## config.mk

```make
export PLATFORM = sky130hd
export DESIGN_NAME = sfx_player
export DESIGN_NICKNAME = d
export VERILOG_FILES = /design/src/rtl/sound_pkg.sv /design/src/rtl/tone_divider.sv /design/src/rtl/sfx_player.sv
export SDC_FILE = /design/constraint.sdc
export NUM_CORES = 1
export LEC_CHECK = 0
export ABC_AREA = 1
export CORE_ASPECT_RATIO = 0.6
export CORE_MARGIN = 2
export CORE_UTILIZATION = 45
export DETAILED_ROUTE_END_ITERATION = 10
export GPL_ROUTABILITY_DRIVEN = 0
export PLACE_DENSITY_LB_ADDON = 0.25
export SYNTH_ARGS = -nofsm -noshare
export SYNTH_HDL_FRONTEND = slang
export SYNTH_SLANG_ARGS = --single-unit
```

## constraint.sdc

```tcl
create_clock -name clk -period 4.4 [get_ports clk]
set_input_delay 0.88 -clock clk [delete_from_list [all_inputs] [get_ports clk]]
set_output_delay 0.88 -clock clk [all_outputs]
set_load 0.01 [all_outputs]
```

## src/rtl/sound_pkg.sv

```systemverilog
// Shared types and tone constants for the sound-effect player.
package sound_pkg;

    typedef enum logic [1:0] {
        NONE = 2'd0,
        MOVE = 2'd1,
        BAD  = 2'd2,
        GOOD = 2'd3
    } evt_e;

    typedef enum logic [1:0] {
        IDLE    = 2'd0,
        PLAY    = 2'd1,
        HOLDOFF = 2'd2
    } state_e;

    localparam int unsigned HP_GOOD = 107;
    localparam int unsigned HP_BAD  = 151;
    localparam int unsigned HP_MOVE = 179;

    // Priority encode a request vector: good > bad > move.
    function automatic evt_e evt_from_req(input logic [2:0] req);
        evt_e e;
        if (req[2])      e = GOOD;
        else if (req[1]) e = BAD;
        else if (req[0]) e = MOVE;
        else             e = NONE;
        return e;
    endfunction

    // Nominal half-period of each event tone, in clk cycles minus one.
    function automatic int unsigned hp_of(input evt_e e);
        int unsigned hp;
        case (e)
            GOOD:    hp = HP_GOOD;
            BAD:     hp = HP_BAD;
            MOVE:    hp = HP_MOVE;
            default: hp = 0;
        endcase
        return hp;
    endfunction

endpackage

```

## src/rtl/tone_divider.sv

```systemverilog
// Half-period counter producing the tone tick pulse and square wave.
module tone_divider #(
    parameter int unsigned DIV_W = 8
) (
    input  logic             clk,
    input  logic             nRst,
    input  logic             load_i,
    input  logic [DIV_W-1:0] period_i,
    input  logic             clear_i,
    output logic             tone_tick_o,
    output logic             tone_out_o
);

    logic [DIV_W-1:0] count_q;
    logic             tick_q;
    logic             out_q;

    // Count 0..period; wrap with a one-cycle tick and a wave toggle.
    always_ff @(posedge clk or negedge nRst) begin
        if (!nRst) begin
            count_q <= '0;
            tick_q  <= 1'b0;
            out_q   <= 1'b0;
        end else if (clear_i || load_i) begin
            count_q <= '0;
            tick_q  <= 1'b0;
            out_q   <= 1'b0;
        end else if (count_q == period_i) begin
            count_q <= '0;
            tick_q  <= 1'b1;
            out_q   <= ~out_q;
        end else begin
            count_q <= count_q + DIV_W'(1);
            tick_q  <= 1'b0;
        end
    end

    assign tone_tick_o = tick_q;
    assign tone_out_o  = out_q;

endmodule

```

## src/rtl/sfx_player.sv

```systemverilog
// Event-driven sound-effect player: IDLE -> PLAY -> HOLDOFF.
// Optional BAD-tone pitch sweep enabled by defining SFX_SWEEP_EN.
module sfx_player
    import sound_pkg::*;
#(
    parameter int unsigned DIV_W      = 8,
    parameter int unsigned DUR_W      = 24,
    parameter int unsigned DURATION   = 10000000,
    parameter int unsigned GAP        = 1000,
    parameter int unsigned SWEEP_STEP = 64
) (
    input  logic       clk,
    input  logic       nRst,
    input  logic       en,
    input  logic [2:0] evt_req,
    output logic       tone_tick,
    output logic       tone_out,
    output logic       busy,
    output logic [1:0] cur_evt
);

    // Constants wider than the divider saturate to all-ones.
    function automatic logic [DIV_W-1:0] sat_hp(input int unsigned v);
        logic [DIV_W-1:0] r;
        if (64'(v) > ((64'd1 << DIV_W) - 64'd1)) r = '1;
        else                                    r = DIV_W'(v);
        return r;
    endfunction

    state_e           state_q, state_d;
    evt_e             cur_evt_q, cur_evt_d;
    evt_e             req_evt;
    logic             req_any;
    logic             preempt_c;
    logic             dur_done, gap_done;
    logic             busy_q, busy_d;
    logic [DIV_W-1:0] period_q, period_d;
    logic [DUR_W-1:0] dur_q, dur_d;
    logic [DUR_W-1:0] gap_q, gap_d;
    logic             load_c, clear_c;

`ifdef SFX_SWEEP_EN
    localparam int unsigned SwcW = (SWEEP_STEP > 1) ? $clog2(SWEEP_STEP) : 1;
    logic [SwcW-1:0] swcnt_q, swcnt_d;
`else
    if (SWEEP_STEP == 0) begin : g_no_sweep
    end
`endif

    assign req_evt   = evt_from_req(evt_req);
    assign req_any   = |evt_req;
    assign preempt_c = (state_q == PLAY) && en && req_any && (req_evt > cur_evt_q);
    assign dur_done  = (dur_q == DUR_W'(DURATION - 1));
    assign gap_done  = (gap_q == DUR_W'(GAP - 1));

    // State register.
    always_ff @(posedge clk or negedge nRst) begin
        if (!nRst) state_q <= IDLE;
        else       state_q <= state_d;
    end

    // Next-state logic; a preempt outranks duration expiry.
    always_comb begin
        state_d = state_q;
        if (!en) begin
            state_d = IDLE;
        end else begin
            case (state_q)
                IDLE:    if (req_any) state_d = PLAY;
                PLAY:    if (!preempt_c && dur_done) state_d = HOLDOFF;
                HOLDOFF: if (gap_done) state_d = IDLE;
                default: state_d = IDLE;
            endcase
        end
    end

    // Output/datapath next values, keyed on the upcoming state.
    always_comb begin
        load_c    = 1'b0;
        clear_c   = (state_d != PLAY);
        busy_d    = (state_d != IDLE);
        cur_evt_d = NONE;
        period_d  = period_q;
        dur_d     = '0;
        gap_d     = '0;
`ifdef SFX_SWEEP_EN
        swcnt_d   = '0;
`endif
        case (state_d)
            PLAY: begin
                if (state_q != PLAY || preempt_c) begin
                    load_c    = 1'b1;
                    cur_evt_d = req_evt;
                    period_d  = sat_hp(hp_of(req_evt));
                end else begin
                    cur_evt_d = cur_evt_q;
                    dur_d     = dur_q + DUR_W'(1);
`ifdef SFX_SWEEP_EN
                    swcnt_d = swcnt_q;
                    if (cur_evt_q == BAD && tone_tick) begin
                        if (swcnt_q == SwcW'(SWEEP_STEP - 1)) begin
                            swcnt_d = '0;
                            if (period_q != '1) period_d = period_q + DIV_W'(1);
                        end else begin
                            swcnt_d = swcnt_q + SwcW'(1);
                        end
                    end
`endif
                end
            end
            HOLDOFF: gap_d = (state_q == HOLDOFF) ? gap_q + DUR_W'(1) : '0;
            default: ;
        endcase
    end

    // Datapath and registered status outputs.
    always_ff @(posedge clk or negedge nRst) begin
        if (!nRst) begin
            cur_evt_q <= NONE;
            busy_q    <= 1'b0;
            period_q  <= '0;
            dur_q     <= '0;
            gap_q     <= '0;
`ifdef SFX_SWEEP_EN
            swcnt_q   <= '0;
`endif
        end else begin
            cur_evt_q <= cur_evt_d;
            busy_q    <= busy_d;
            period_q  <= period_d;
            dur_q     <= dur_d;
            gap_q     <= gap_d;
`ifdef SFX_SWEEP_EN
            swcnt_q   <= swcnt_d;
`endif
        end
    end

    tone_divider #(.DIV_W(DIV_W)) u_div (
        .clk         (clk),
        .nRst        (nRst),
        .load_i      (load_c),
        .period_i    (period_q),
        .clear_i     (clear_c),
        .tone_tick_o (tone_tick),
        .tone_out_o  (tone_out)
    );

    assign busy    = busy_q;
    assign cur_evt = cur_evt_q;

endmodule

```

-- Word-level counts from Yosys, hierarchy flattened
Index checks and enable logic that the tools add are counted.
- bits in registers: 71
- input port bits: 6
- output and inout bits: 5
- logic and storage cells: 66
- $add $sub $neg: 3
- order comparisons: 2
- equality and inequality tests: 13
- mux-type cells: 26
- bitwise logic cells: 1
- reduce and logical (&&, ||, !) cells: 12
- operator list (cell ; number):
    24-bit two-way mux ; 4
    32-bit two-way mux ; 2
    24-bit by 1-bit adder with 24-bit output, second input constant ; 2
    32-bit by 8-bit > comparator with 1-bit output, second input constant ; 1
    24-bit by 10-bit == test with 1-bit output, second input constant ; 1
    24-bit == test, second input constant ; 1
    8-bit two-way mux ; 3
    8-bit one-hot mux with 3 select lines ; 1
    2-bit two-way mux ; 8
    8-bit by 1-bit adder with 8-bit output, second input constant ; 1
    2-bit == test, second input constant ; 4
    8-bit == test ; 1
    1-bit two-way mux ; 7
    2-bit by 1-bit == test with 1-bit output, second input constant ; 3
    2-bit one-hot mux with 3 select lines ; 1
    1-bit logical AND ; 4
    2-bit by 1-bit inequality test with 1-bit output, second input constant ; 2
    2-bit nonzero test ; 2
    3-bit OR reduction ; 1
    2-bit > comparator ; 1
    2-bit logical NOT ; 1
    1-bit logical OR ; 2
    2-bit inequality test, second input constant ; 1
    2-bit AND reduction ; 1
    other kinds (2) ; 2

-- Logic depth before layout (Yosys ltp)
Gate-level depths: netlist of run 1.
- depth in word-level cells: 14
- gate-level depth with buffers: 12

-- Cells and area by module
Synthesis of run 1 repeated with hierarchy kept, for this count alone.
- cells, all modules: 568
- area, all modules: 4085.2 µm²
- modules (own cells, without submodules) (module ; instances ; cells each ; area each (µm²) ; seq. area each (µm²)):
    sfx_player ; 1 ; 483 ; 3459.6 ; 1451.4
    tone_divider ; 1 ; 85 ; 625.6 ; 250.2

-- Worst setup path after synthesis of run 1
No wires, ideal clock.
- path kind: in2reg
- start point: in evt_req[1]
- end point: reg gap_q[9]
- arrival: 2.346 ns
- required time: 4.279 ns
- setup slack: 1.933 ns
- stages on the path: 11
- path buffers: 1
- cell sequence: inv_1 a21oi_1 ha_1 nand2_1 nand3_1 o21ai_4 or2_1 nand2_2 nand3_4 buf_6 nor2_2
- word-level cells in the longest chain between the ends: 11
- elaborated cells between the ends (all ways): 14
- RTL lines (element ; line ; text):
    start: declaration ; sfx_player.sv:15 ; input logic [2:0] evt_req,
    2-bit two-way mux ; sound_pkg.sv:25 ; else if (req[1]) e = BAD;
    2-bit two-way mux ; sound_pkg.sv:24 ; if (req[2]) e = GOOD;
    2-bit > comparator ; sfx_player.sv:52 ; assign preempt_c = (state_q == PLAY) && en && req_any && (req_evt > cur_evt_q);
    1-bit logical AND ; sfx_player.sv:52 ;
    1-bit logical NOT ; sfx_player.sv:70 ; PLAY: if (!preempt_c && dur_done) state_d = HOLDOFF;
    1-bit logical AND ; sfx_player.sv:70 ;
    2-bit two-way mux ; sfx_player.sv:70 ;
    2-bit one-hot mux with 3 select lines * ; sfx_player.sv:68 ; case (state_q)
    2-bit two-way mux * ; sfx_player.sv:65 ; if (!en) begin
    2-bit == test * ; sfx_player.sv:89 ; case (state_d)
    24-bit two-way mux * ; sfx_player.sv:89 ;
    net gap_d[9] ; sfx_player.sv:39 ; logic [DUR_W-1:0] gap_q, gap_d;
    end signal: assignment ; sfx_player.sv:132 ; gap_q <= gap_d;
    end: declaration ; sfx_player.sv:39 ;
The timed path passes the listed nets; every way through them passes the cells marked *.
A chain may end at the register's enable or synchronous reset.

-- Worst setup path in the final report of run 1
- start point: in evt_req[1]
- end point: reg u_div.count_q[5]
- word-level cells in the longest chain between the ends: 13
- elaborated cells between the ends (all ways): 19
- RTL lines (element ; line ; text):
    2-bit two-way mux ; sound_pkg.sv:25 ;
    2-bit two-way mux ; sound_pkg.sv:24 ;
    2-bit > comparator ; sfx_player.sv:52 ;
    1-bit logical AND ; sfx_player.sv:52 ;
    1-bit logical NOT ; sfx_player.sv:70 ;
    1-bit logical AND ; sfx_player.sv:70 ;
    2-bit two-way mux ; sfx_player.sv:70 ;
    2-bit one-hot mux with 3 select lines ; sfx_player.sv:68 ;
    2-bit two-way mux ; sfx_player.sv:65 ;
    2-bit by 1-bit == test with 1-bit output ; sfx_player.sv:89 ;
    1-bit two-way mux ; sfx_player.sv:89 ;
    1-bit logical OR * ; tone_divider.sv:24 ; end else if (clear_i || load_i) begin
    8-bit two-way mux * ; tone_divider.sv:24 ;
    end signal: assignment ; tone_divider.sv:33 ; count_q <= count_q + DIV_W'(1);
    end: declaration ; tone_divider.sv:14 ; logic [DIV_W-1:0] count_q;
Mark *: on every way between the ends. The rest lies on a longest branch, timed or not.

==> results of run 1 <==
[registers in the layout (all words and copies together) (netlist names)]
signal             cells
period_q               5
cur_evt                2
u_div.tone_tick_o      1
gap_q                 24
u_div.count_q          8
busy                   1
state_q                2
dur_q                 24
u_div.tone_out_o       1
[layout make-up]
class,count,area (um^2)
tap,112,140
fill,808,4090
multi-input combinational,364,1920
inverter,57,215
clock inverter,6,65.1
timing repair buffer,11,103
clock buffer,9,225
sequential,68,1700
[power groups by stage]
stage	registers, mW	logic, mW	clock network, mW
floorplan	0.669	0.0751	0
global placement	0.671	0.114	0
detailed placement	0.671	0.117	0
CTS	0.660	0.117	0.722
global route	0.662	0.135	0.762
finish	0.660	0.114	0.706
[layer usage]
metal | share of wire [%] | routed length (um) | vias to the layer above
met5 | 0 | 0 | -
met4 | 0.95 | 78 | 0
met3 | 5.0 | 413 | 8
met2 | 39 | 3170 | 54
met1 | 55 | 4520 | 1435
li1 | - | - | 1602
[critical path: cells and delay by family]
family / cells / cell delay, ns
AND/OR/NAND/NOR: 6 / 1.15
AO/OA/AOI/OAI: 2 / 0.61
buffers and inverters: 2 / 0.54
adder cells (fa/ha/maj): 1 / 0.31
[layout by cell type, fill, tap and decap left out, types with 2 or more instances in the layout]
cell / netlist / final
sky130_fd_sc_hd__o21ai_0: 9 / 9
sky130_fd_sc_hd__inv_1: 56 / 56
sky130_fd_sc_hd__clkdlybuf4s50_1: 0 / 9
sky130_fd_sc_hd__dfrtp_1: 68 / 68
sky130_fd_sc_hd__nand3_1: 38 / 38
sky130_fd_sc_hd__a21oi_1: 5 / 5
sky130_fd_sc_hd__nor3_2: 5 / 5
sky130_fd_sc_hd__nor2_1: 86 / 86
sky130_fd_sc_hd__clkbuf_16: 0 / 9
sky130_fd_sc_hd__and3_1: 2 / 2
sky130_fd_sc_hd__nand2_1: 102 / 102
sky130_fd_sc_hd__xnor2_1: 12 / 12
sky130_fd_sc_hd__nand3b_1: 3 / 3
sky130_fd_sc_hd__clkinv_2: 1 / 3
sky130_fd_sc_hd__nand2_2: 6 / 6
sky130_fd_sc_hd__or2_2: 2 / 2
sky130_fd_sc_hd__nand4_1: 13 / 13
sky130_fd_sc_hd__nor3_1: 23 / 23
sky130_fd_sc_hd__and2_1: 2 / 2
sky130_fd_sc_hd__xor2_1: 22 / 22
sky130_fd_sc_hd__nor2_2: 14 / 14
sky130_fd_sc_hd__ha_1: 9 / 9
sky130_fd_sc_hd__o21bai_1: 2 / 2
[synthesized netlist by cell type, types with 2 or more instances]
| cell type | number |
|---|---|
| sky130_fd_sc_hd__nand2_1 | 102 |
| sky130_fd_sc_hd__nor2_1 | 86 |
| sky130_fd_sc_hd__dfrtp_1 | 68 |
| sky130_fd_sc_hd__inv_1 | 56 |
| sky130_fd_sc_hd__nand3_1 | 38 |
| sky130_fd_sc_hd__nor3_1 | 23 |
| sky130_fd_sc_hd__xor2_1 | 22 |
| sky130_fd_sc_hd__nor2_2 | 14 |
| sky130_fd_sc_hd__nand4_1 | 13 |
| sky130_fd_sc_hd__xnor2_1 | 12 |
| sky130_fd_sc_hd__ha_1 | 9 |
| sky130_fd_sc_hd__o21ai_0 | 9 |
| sky130_fd_sc_hd__nand2_2 | 6 |
| sky130_fd_sc_hd__a21oi_1 | 5 |
| sky130_fd_sc_hd__nor3_2 | 5 |
| sky130_fd_sc_hd__buf_4 | 3 |
| sky130_fd_sc_hd__buf_6 | 3 |
| sky130_fd_sc_hd__nand3b_1 | 3 |
| sky130_fd_sc_hd__and2_1 | 2 |
| sky130_fd_sc_hd__and3_1 | 2 |
| sky130_fd_sc_hd__o21bai_1 | 2 |
| sky130_fd_sc_hd__or2_2 | 2 |
[metrics by stage]
step,utilization (%),hold WS [ns],setup slack (ns),instances
6_report,51.7,0.495,1.13,627
3_5_place_dp,48.2,0.485,0.748,612
4_1_cts,51.7,0.498,1.09,627
5_1_grt,51.7,0.532,0.828,627
3_3_place_gp,48.2,0.483,0.841,612
2_1_floorplan,-,0.459,1.93,496
[cells by family (layout without fill, tap and decap cells)]
| kind of cell | count (synthesis) | after routing | synth area share (%) |
|---|---|---|---|
| AO/OA/AOI/OAI | 19 | 19 | 3.18 |
| XOR/XNOR | 34 | 34 | 7.64 |
| adder cells (fa/ha/maj) | 9 | 9 | 2.89 |
| buffers and inverters | 64 | 83 | 7.09 |
| flip-flops | 68 | 68 | 43.6 |
| AND/OR/NAND/NOR | 302 | 302 | 35.6 |
[path summary, 6_finish.rpt]
path / cells past startpoint / slack (ns) / end
worst min register to register: 2 / 0.49 / period_q[1]$_DFFE_PN0P_
worst min-delay path: 2 / 0.49 / period_q[1]$_DFFE_PN0P_
worst max register to register: 8 / 2.07 / u_div.count_q[5]$_DFF_PN0_
worst max-delay path: 11 / 1.13 / u_div.count_q[5]$_DFF_PN0_
min in group asynchronous: 1 / 0.69 / dur_q[9]$_DFF_PN0_
max in group asynchronous: 2 / 2.83 / gap_q[8]$_DFF_PN0_
==> results.toml, run 1 <==
[outcome]
run_status = "finished, final reports clean"

[logic_synthesis]
yosys_warnings = 0
yosys_register_bits = 68
syn_inst = 496
synth_largest_type_area_fraction_pct = 43.6
synth_largest_area_cell = "sky130_fd_sc_hd__dfrtp_1"
post_synthesis_net_count = 511
synthDistinctLibCells = 33
avgSynthCellArea_um2 = 7.86
synth_top_flop_cell = "sky130_fd_sc_hd__dfrtp_1"
post_synth_edffs = 0
synth.yosys.seq_area_share_pct = 43.6
synth.cell_area_um2 = 3900
synth_top_cells_by_area = "sky130_fd_sc_hd__dfrtp_1 (44%), sky130_fd_sc_hd__nand2_1 (9.8%), sky130_fd_sc_hd__nor2_1 (8.3%)"
postSynth.asyncResetShare_pct = 100

[cts]
clkSlewWorstSetupHoldPaths_ns = 0.06
post-cts-setup-buffer-count = 0
tritoncts = "done"
cts_resized = 0
clkLatencyLatePin_ns = 0.33
cts_made_buffers = 9
clockRootBuffer = "sky130_fd_sc_hd__clkbuf_16"
cts.sink_count = 68
postCtsHoldBufs = 0
htree_levels = 3
cts_max_path_buffers = 2

[detailed_routing]
viasPerCell = 4.94
detailroute.via_count = 3099
detail-route-antenna-nets = 0
routed_wirelength_mm = 8.19
drcViolationCount = 0
routedWlPerCell_um = 13.1
first_pass_iters = 5
detail_route.iter0.violations = 252

[worst_setup_path]
crit_path_cell_trace = "clkdlybuf4s50_1 -> inv_1 -> a21oi_1 -> ha_1 -> nand2_1 -> nand3_1 -> nor2_1 -> nor2_1 -> a21oi_4 -> nand2_2 -> nor3_1"
critPathLaunchType = "input port"
critical_path.max_stage_delay_ns = 0.49
timing_worst_setup_path_type = "in -> reg"
reg2reg_from = "dur_q[0]$_DFF_PN0_"
crit_top_cell = "sky130_fd_sc_hd__nor2_1"
crit_path_end_kind = "register"
worstSetupStartpoint = "evt_req[1]"
path_max_fanout = 32
critPathRequiredTime_ns = 4.63
arrival_ns = 3.50
cp_slowest_cell = "sky130_fd_sc_hd__clkdlybuf4s50_1"

[finish]
fraction_of_layout_instances_using_a_drive_strength_above_1_pct = 9.71
design.final.nets = 526
area_growth_syn_to_layout_pct = 12.1
fin_area_um2 = 4370
antenna_cells = 0

[job]
max-cap-violations = 0

[sta]
final_hold_viol_count = 0
max_freq_mhz = 306
post-route-min-period_ns = 3.27
timing.clock.skew_ns = 0.00940
timing.final.max_slew_violations = 0
grt_setup_unrepaired = "false"
tightestPinTransition_ns = 0.945
final_min_period_over_clock_period_pct = 74.3
fin_setup_tns_ns = 0
setup_violations = 0
max_slew_margin_pct = 36.8

[power_and_ir_drop]
power_switching_mw = 0.361
internal_power_mw = 1.12
p_sw_share_pct = 24.4
pwr_per_cell_area_nw_per_um2 = 339
max-vdd-ir-drop_mv = 0.196
power_leakage_nw = 1.88
power_mw = 1.48
combPwrFrac_pct = 7.7
share_clk_of_total_power_pct = 47.7
share_seq_of_total_power_pct = 44.6

[global_route]
gr_met2_demand_resource_pct = 24.3
grt_use_total_pct = 19.3
first_global_vias = 2845
antenna_found_initial = 0
gr-max-usage-layer = "met1"
globalRouteMet1Util_pct = 31.3
grt_max_degree = 43
global_route_wire_length_before_repair_mm = 14.1
grt_overflow_total = 0
groute.layer.met3.usage_pct = 5.69

[floorplanning]
die_area_um2 = 9450
i_o_pin_total = 11
num_rows = 26
floorplan.die.height_um = 76.1
placeableCoreArea_um2 = 8460
chipWidth_um = 124
floorplan.initialDensity_pct = 46.1

[min_path]
worst_hold_path_type = "reg -> reg"
worst_hold_start = "period_q[1]$_DFFE_PN0P_"

[placement]
dpl-instance-area_um2 = 4080
detailedPlacementHpwl_mm = 6.12
numPortBuffers = 10
No activity file was read; power rests on OpenSTA's default activity.
==> run 2, diff against run 1 <==
- clock period: 4.4 -> 2.8 ns (I/O delays scaled with it)
==> run 2 against run 1 <==
Against the previous run: setup slack got worse by 0.72 ns; worst hold slack lost 0.26 ns; critical path depth grew 3; cell area is 1.8% higher; first-iteration DRC count grew 7.1%; clock skew shrank 0.0023 ns; die area unchanged; sequential cell count did not move; largest cell class unchanged; highest routed layer unchanged.
==> results.toml, run 2 (synthesis gave the netlist of run 1 again) <==
[finish]
final_util_pct = 52.6
design.final.nets = 535
reg.largest.list = "dur_q (24), gap_q (24), u_div.count_q (8)"
area_growth_syn_to_layout_pct = 14.2
most-common-layout-cells = "sky130_fd_sc_hd__nand2_1 (102), sky130_fd_sc_hd__nor2_1 (86), sky130_fd_sc_hd__dfrtp_1 (68), sky130_fd_sc_hd__inv_1 (56), sky130_fd_sc_hd__nand3_1 (38)"
fillCellCount = 802
ff_latch_area_um2 = 1700
multi_input_area_um2 = 1920
antenna_cells = 0
layout_commonest_cell = "sky130_fd_sc_hd__nand2_1"
fraction_of_layout_instances_using_a_drive_strength_above_1_pct = 11.4

[global_route]
grt_overflow_total = 0
antenna_found_initial = 0
grt_use_total_pct = 19.4
grt_max_degree = 42
global_route_wire_length_before_repair_mm = 14.3
first_global_vias = 2915

[detailed_routing]
routed_wirelength_mm = 8.29
routedWlPerCell_um = 13.0
detail_route.iter0.violations = 270
viasPerCell = 5.00
detail-route-antenna-nets = 0
detailroute.via_count = 3187
drcViolationCount = 0
first_pass_iters = 4

[cts]
clkLatencyLatePin_ns = 0.34
postCtsHoldBufs = 0
tritoncts = "done"
cts_resized = 0
clockRootBuffer = "sky130_fd_sc_hd__clkbuf_16"
htree_levels = 3
cts_max_path_buffers = 2
cts_made_buffers = 9
clkSlewWorstSetupHoldPaths_ns = 0.06
cts.sink_count = 68
post-cts-setup-buffer-count = 0

[power_and_ir_drop]
max-vdd-ir-drop_mv = 0.505
power_mw = 2.38
share_clk_of_total_power_pct = 48.1
pwr_per_cell_area_nw_per_um2 = 534
p_sw_share_pct = 24.3
share_seq_of_total_power_pct = 43.7
power_switching_mw = 0.578
power_leakage_nw = 1.92
combPwrFrac_pct = 8.2
internal_power_mw = 1.80

[floorplanning]
floorplan.die.height_um = 76.1
num_rows = 26
die_area_um2 = 9450
placeableCoreArea_um2 = 8460
chipWidth_um = 124
i_o_pin_total = 11
floorplan.initialDensity_pct = 46.1

[sta]
timing.final.max_slew_violations = 0
max_slew_margin_pct = 61.6
setup_violations = 0
timing.clock.skew_ns = 0.00714
final_hold_viol_count = 0
fin_ws_ns = 0.409
grt_setup_unrepaired = "false"
max_freq_mhz = 418
post-route-min-period_ns = 2.39
fin_setup_tns_ns = 0
tightestPinTransition_ns = 0.573
holdWs_ns = 0.239
final_min_period_over_clock_period_pct = 85.4

[worst_setup_path]
crit_path_end_kind = "register"
rr_worst_depth = 8
timing_worst_setup_path_type = "in -> reg"
critPathLaunchType = "input port"
arrival_ns = 2.62
path_max_fanout = 12
critPathRequiredTime_ns = 3.03

[min_path]
worst_hold_path_type = "in -> async"

[placement]
detailedPlacementHpwl_mm = 6.15
numPortBuffers = 10
dpl_worst_slack_ns = 0.0678

[outcome]
run_status = "finished, final reports clean"

[job]
max-cap-violations = 0
## run 2: cell count changes in the layout (fill, tap and decap cells not counted)
cell	before	now
sky130_fd_sc_hd__inv_6	1	0
sky130_fd_sc_hd__clkbuf_8	0	1
sky130_fd_sc_hd__buf_4	1	10
sky130_fd_sc_hd__clkinvlp_4	1	2
## run 2: critical path, stage by stage
cell                              delay (ns)
sky130_fd_sc_hd__clkdlybuf4s50_1        0.43
sky130_fd_sc_hd__nor2_2                 0.13
sky130_fd_sc_hd__inv_1                  0.09
sky130_fd_sc_hd__ha_1                   0.30
sky130_fd_sc_hd__inv_1                  0.04
sky130_fd_sc_hd__o21bai_1               0.12
sky130_fd_sc_hd__nand2_1                0.12
sky130_fd_sc_hd__nor2_1                 0.11
sky130_fd_sc_hd__nor2_1                 0.07
sky130_fd_sc_hd__a21oi_4                0.15
sky130_fd_sc_hd__buf_4                  0.19
sky130_fd_sc_hd__nand2_1                0.15
sky130_fd_sc_hd__nand2_1                0.09
sky130_fd_sc_hd__nand2_1                0.05
## run 2: per-layer routing
| layer | vias to the layer above | GRT usage [%] | share of wire (%) |
|---|---|---|---|
| li1 | 1618 | - | - |
| met1 | 1489 | 31.5 | 55 |
| met2 | 70 | 24.6 | 38 |
| met3 | 10 | 4.87 | 6.3 |
| met4 | 0 | 5.73 | 1.3 |
| met5 | - | 0 | 0 |
## run 2: final timing paths
kind                                              start                 endpoint  slack, ns
max in group asynchronous                          nRst       gap_q[1]$_DFF_PN0_       2.13
min in group clk                period_q[1]$_DFFE_PN0P_  period_q[1]$_DFFE_PN0P_       0.50
worst min-delay path                               nRst      dur_q[10]$_DFF_PN0_       0.24
worst max register to register       gap_q[0]$_DFF_PN0_      gap_q[18]$_DFF_PN0_       0.83
worst max-delay path                         evt_req[2]  period_q[2]$_DFFE_PN0P_       0.41
worst min register to register  period_q[1]$_DFFE_PN0P_  period_q[1]$_DFFE_PN0P_       0.50
## run 2: layout make-up
class | count | area share (%)
inverter | 57 | 4.84
clock inverter | 6 | 1.43
sequential | 68 | 38.2
tap | 112 | 3.15
multi-input combinational | 364 | 43.2
clock buffer | 10 | 5.37
timing repair buffer | 20 | 3.82
## run 2: power by group through the flow
| stage | logic (mW) | clock network (mW) | registers [mW] |
|---|---|---|---|
| finish | 0.195 | 1.14 | 1.04 |
| detailed placement | 0.197 | 0 | 1.06 |
| global placement | 0.192 | 0 | 1.06 |
| CTS | 0.199 | 1.17 | 1.04 |
| floorplan | 0.118 | 0 | 1.05 |
| global route | 0.224 | 1.22 | 1.04 |
## run 2: metrics by stage
step / area [um^2] / std cells
after floorplan: 3900 / 496
after global placement: 4150 / 621
after detailed placement: 4150 / 621
after CTS: 4450 / 637
after global routing: 4450 / 637
final: 4450 / 637
==> run 3, diff against run 2 <==
- clock period: 2.8 -> 2.3 ns (I/O delays scaled with it)
==> run 3 against run 2 <==
Against the previous run: critical path depth decreased by 1; cell area increased by 3.5%; largest power group unchanged; global-route usage increased by 0.68 points.
==> results.toml, run 3 (synthesis gave the netlist of run 1 again) <==
[sta]
max_freq_mhz = 463
fin_ws_ns = 0.141
tightestPinTransition_ns = 0.471
setup_violations = 0
timing.final.max_slew_violations = 0
max_slew_margin_pct = 68.4
final_min_period_over_clock_period_pct = 93.9
timing.clock.skew_ns = 0.00529
post-route-min-period_ns = 2.16
final_hold_viol_count = 0
holdWs_ns = 0.135
fin_setup_tns_ns = 0

[floorplanning]
floorplan.die.height_um = 76.1
chipWidth_um = 124
num_rows = 26
die_area_um2 = 9450
floorplan.initialDensity_pct = 46.1
placeableCoreArea_um2 = 8460
i_o_pin_total = 11

[worst_setup_path]
arrival_ns = 2.41
crit_path_cell_trace = "clkdlybuf4s50_1 -> nor2_2 -> inv_1 -> ha_1 -> inv_1 -> o21bai_1 -> nand2_2 -> nor2_2 -> nor2_1 -> a21oi_4 -> nand2_2 -> buf_12 -> nor3_1"
cp_slowest_cell = "sky130_fd_sc_hd__clkdlybuf4s50_1"
rr_worst_depth = 8
critPathLaunchType = "input port"
critPathRequiredTime_ns = 2.55
crit_path_end_kind = "register"
timing_worst_setup_path_type = "in -> reg"
critical_path.max_stage_delay_ns = 0.44
path_max_fanout = 32

[cts]
clkLatencyLatePin_ns = 0.33
cts_made_buffers = 9
cts_max_path_buffers = 2
postCtsHoldBufs = 0
clockRootBuffer = "sky130_fd_sc_hd__clkbuf_16"
cts.sink_count = 68
htree_levels = 3
clkSlewWorstSetupHoldPaths_ns = 0.06
tritoncts = "done"

[placement]
placedCellCount = 625
detailedPlacementHpwl_mm = 6.21
dpl_worst_slack_ns = -0.286
numPortBuffers = 10
dpl-instance-area_um2 = 4220

[finish]
design.final.nets = 540
antenna_cells = 0
area_growth_syn_to_layout_pct = 18.2
most-common-layout-cells = "sky130_fd_sc_hd__nand2_1 (100), sky130_fd_sc_hd__nor2_1 (85), sky130_fd_sc_hd__dfrtp_1 (68), sky130_fd_sc_hd__inv_1 (56), sky130_fd_sc_hd__nand3_1 (37)"
final_util_pct = 54.5
fraction_of_layout_instances_using_a_drive_strength_above_1_pct = 14.5
layout_commonest_cell = "sky130_fd_sc_hd__nand2_1"
final-instance-count-excl-fill = 642
fin_area_um2 = 4610
reg.largest.list = "dur_q (24), gap_q (24), u_div.count_q (8)"

[detailed_routing]
detailroute.via_count = 3277
routedWlPerCell_um = 13.6
detail_route.iter0.violations = 271
routed_wirelength_mm = 8.76
viasPerCell = 5.10
detail-route-antenna-nets = 0
first_pass_iters = 5
drcViolationCount = 0

[min_path]
worst_hold_path_type = "in -> async"

[global_route]
antenna_found_initial = 0
grt_overflow_total = 0
grt_use_total_pct = 20.0
first_global_vias = 3017
global_route_wire_length_before_repair_mm = 14.9
grt_max_degree = 69

[job]
max-cap-violations = 0

[outcome]
run_status = "finished, final reports clean"

[power_and_ir_drop]
power_mw = 3.03
pwr_per_cell_area_nw_per_um2 = 657
power_leakage_nw = 1.98
max-vdd-ir-drop_mv = 0.386
## run 3: cell types whose count changed in the layout (fill, tap and decap cells not counted), moves of 2 or more
cell / before / now
sky130_fd_sc_hd__buf_12: 0 / 3
sky130_fd_sc_hd__nor3_2: 5 / 11
sky130_fd_sc_hd__nor3_1: 23 / 16
sky130_fd_sc_hd__buf_4: 10 / 12
sky130_fd_sc_hd__nand2_1: 102 / 100
sky130_fd_sc_hd__inv_6: 0 / 2
## run 3: area by class of cell
class | count | area [um^2]
Timing Repair Buffer | 25 | 245
Inverter | 57 | 215
Fill cell | 804 | 3850
Sequential cell | 68 | 1700
Tap cell | 112 | 140
Clock inverter | 7 | 97.6
Clock buffer | 9 | 225
Multi-Input combinational cell | 364 | 1980
## run 3: what timing repair did
action | CTS | global route
setup buffers | 0 | 1
setup endpoints to repair | 0 | 58
resized for setup | 0 | 14
## run 3: where the power goes
| group | switching, mW | leakage [nW] | internal (mW) |
|---|---|---|---|
| registers | 0.0300 | 0.936 | 1.23 |
| clock network | 0.538 | 0.152 | 0.954 |
| logic | 0.163 | 0.895 | 0.111 |
## run 3: worst paths after layout
kind                                    startpoint                    endpoint  slack (ns)
setup / recovery                        evt_req[1]  u_div.count_q[7]$_DFF_PN0_        0.14
hold / removal                                nRst         dur_q[10]$_DFF_PN0_        0.13
setup reg to reg                gap_q[0]$_DFF_PN0_         gap_q[18]$_DFF_PN0_        0.27
hold reg to reg            period_q[1]$_DFFE_PN0P_     period_q[1]$_DFFE_PN0P_        0.50
max in group asynchronous                     nRst          gap_q[4]$_DFF_PN0_        1.87
min in group clk           period_q[1]$_DFFE_PN0P_     period_q[1]$_DFFE_PN0P_        0.50
## run 3: worst max-delay path, delay by kind of cell
| kind | cells | cell delay, ns |
|---|---|---|
| buffers and inverters | 4 | 0.73 |
| adders and majority gates | 1 | 0.29 |
| AOI/OAI and AO/OA | 2 | 0.31 |
| and+or+nand+nor | 6 | 0.61 |
## run 3: per-layer routing
metal	GRT usage [%]	share of wire (%)
met2	25.7	39
met3	6.06	6.8
met1	32.0	53
met4	5.17	0.82
met5	0	0
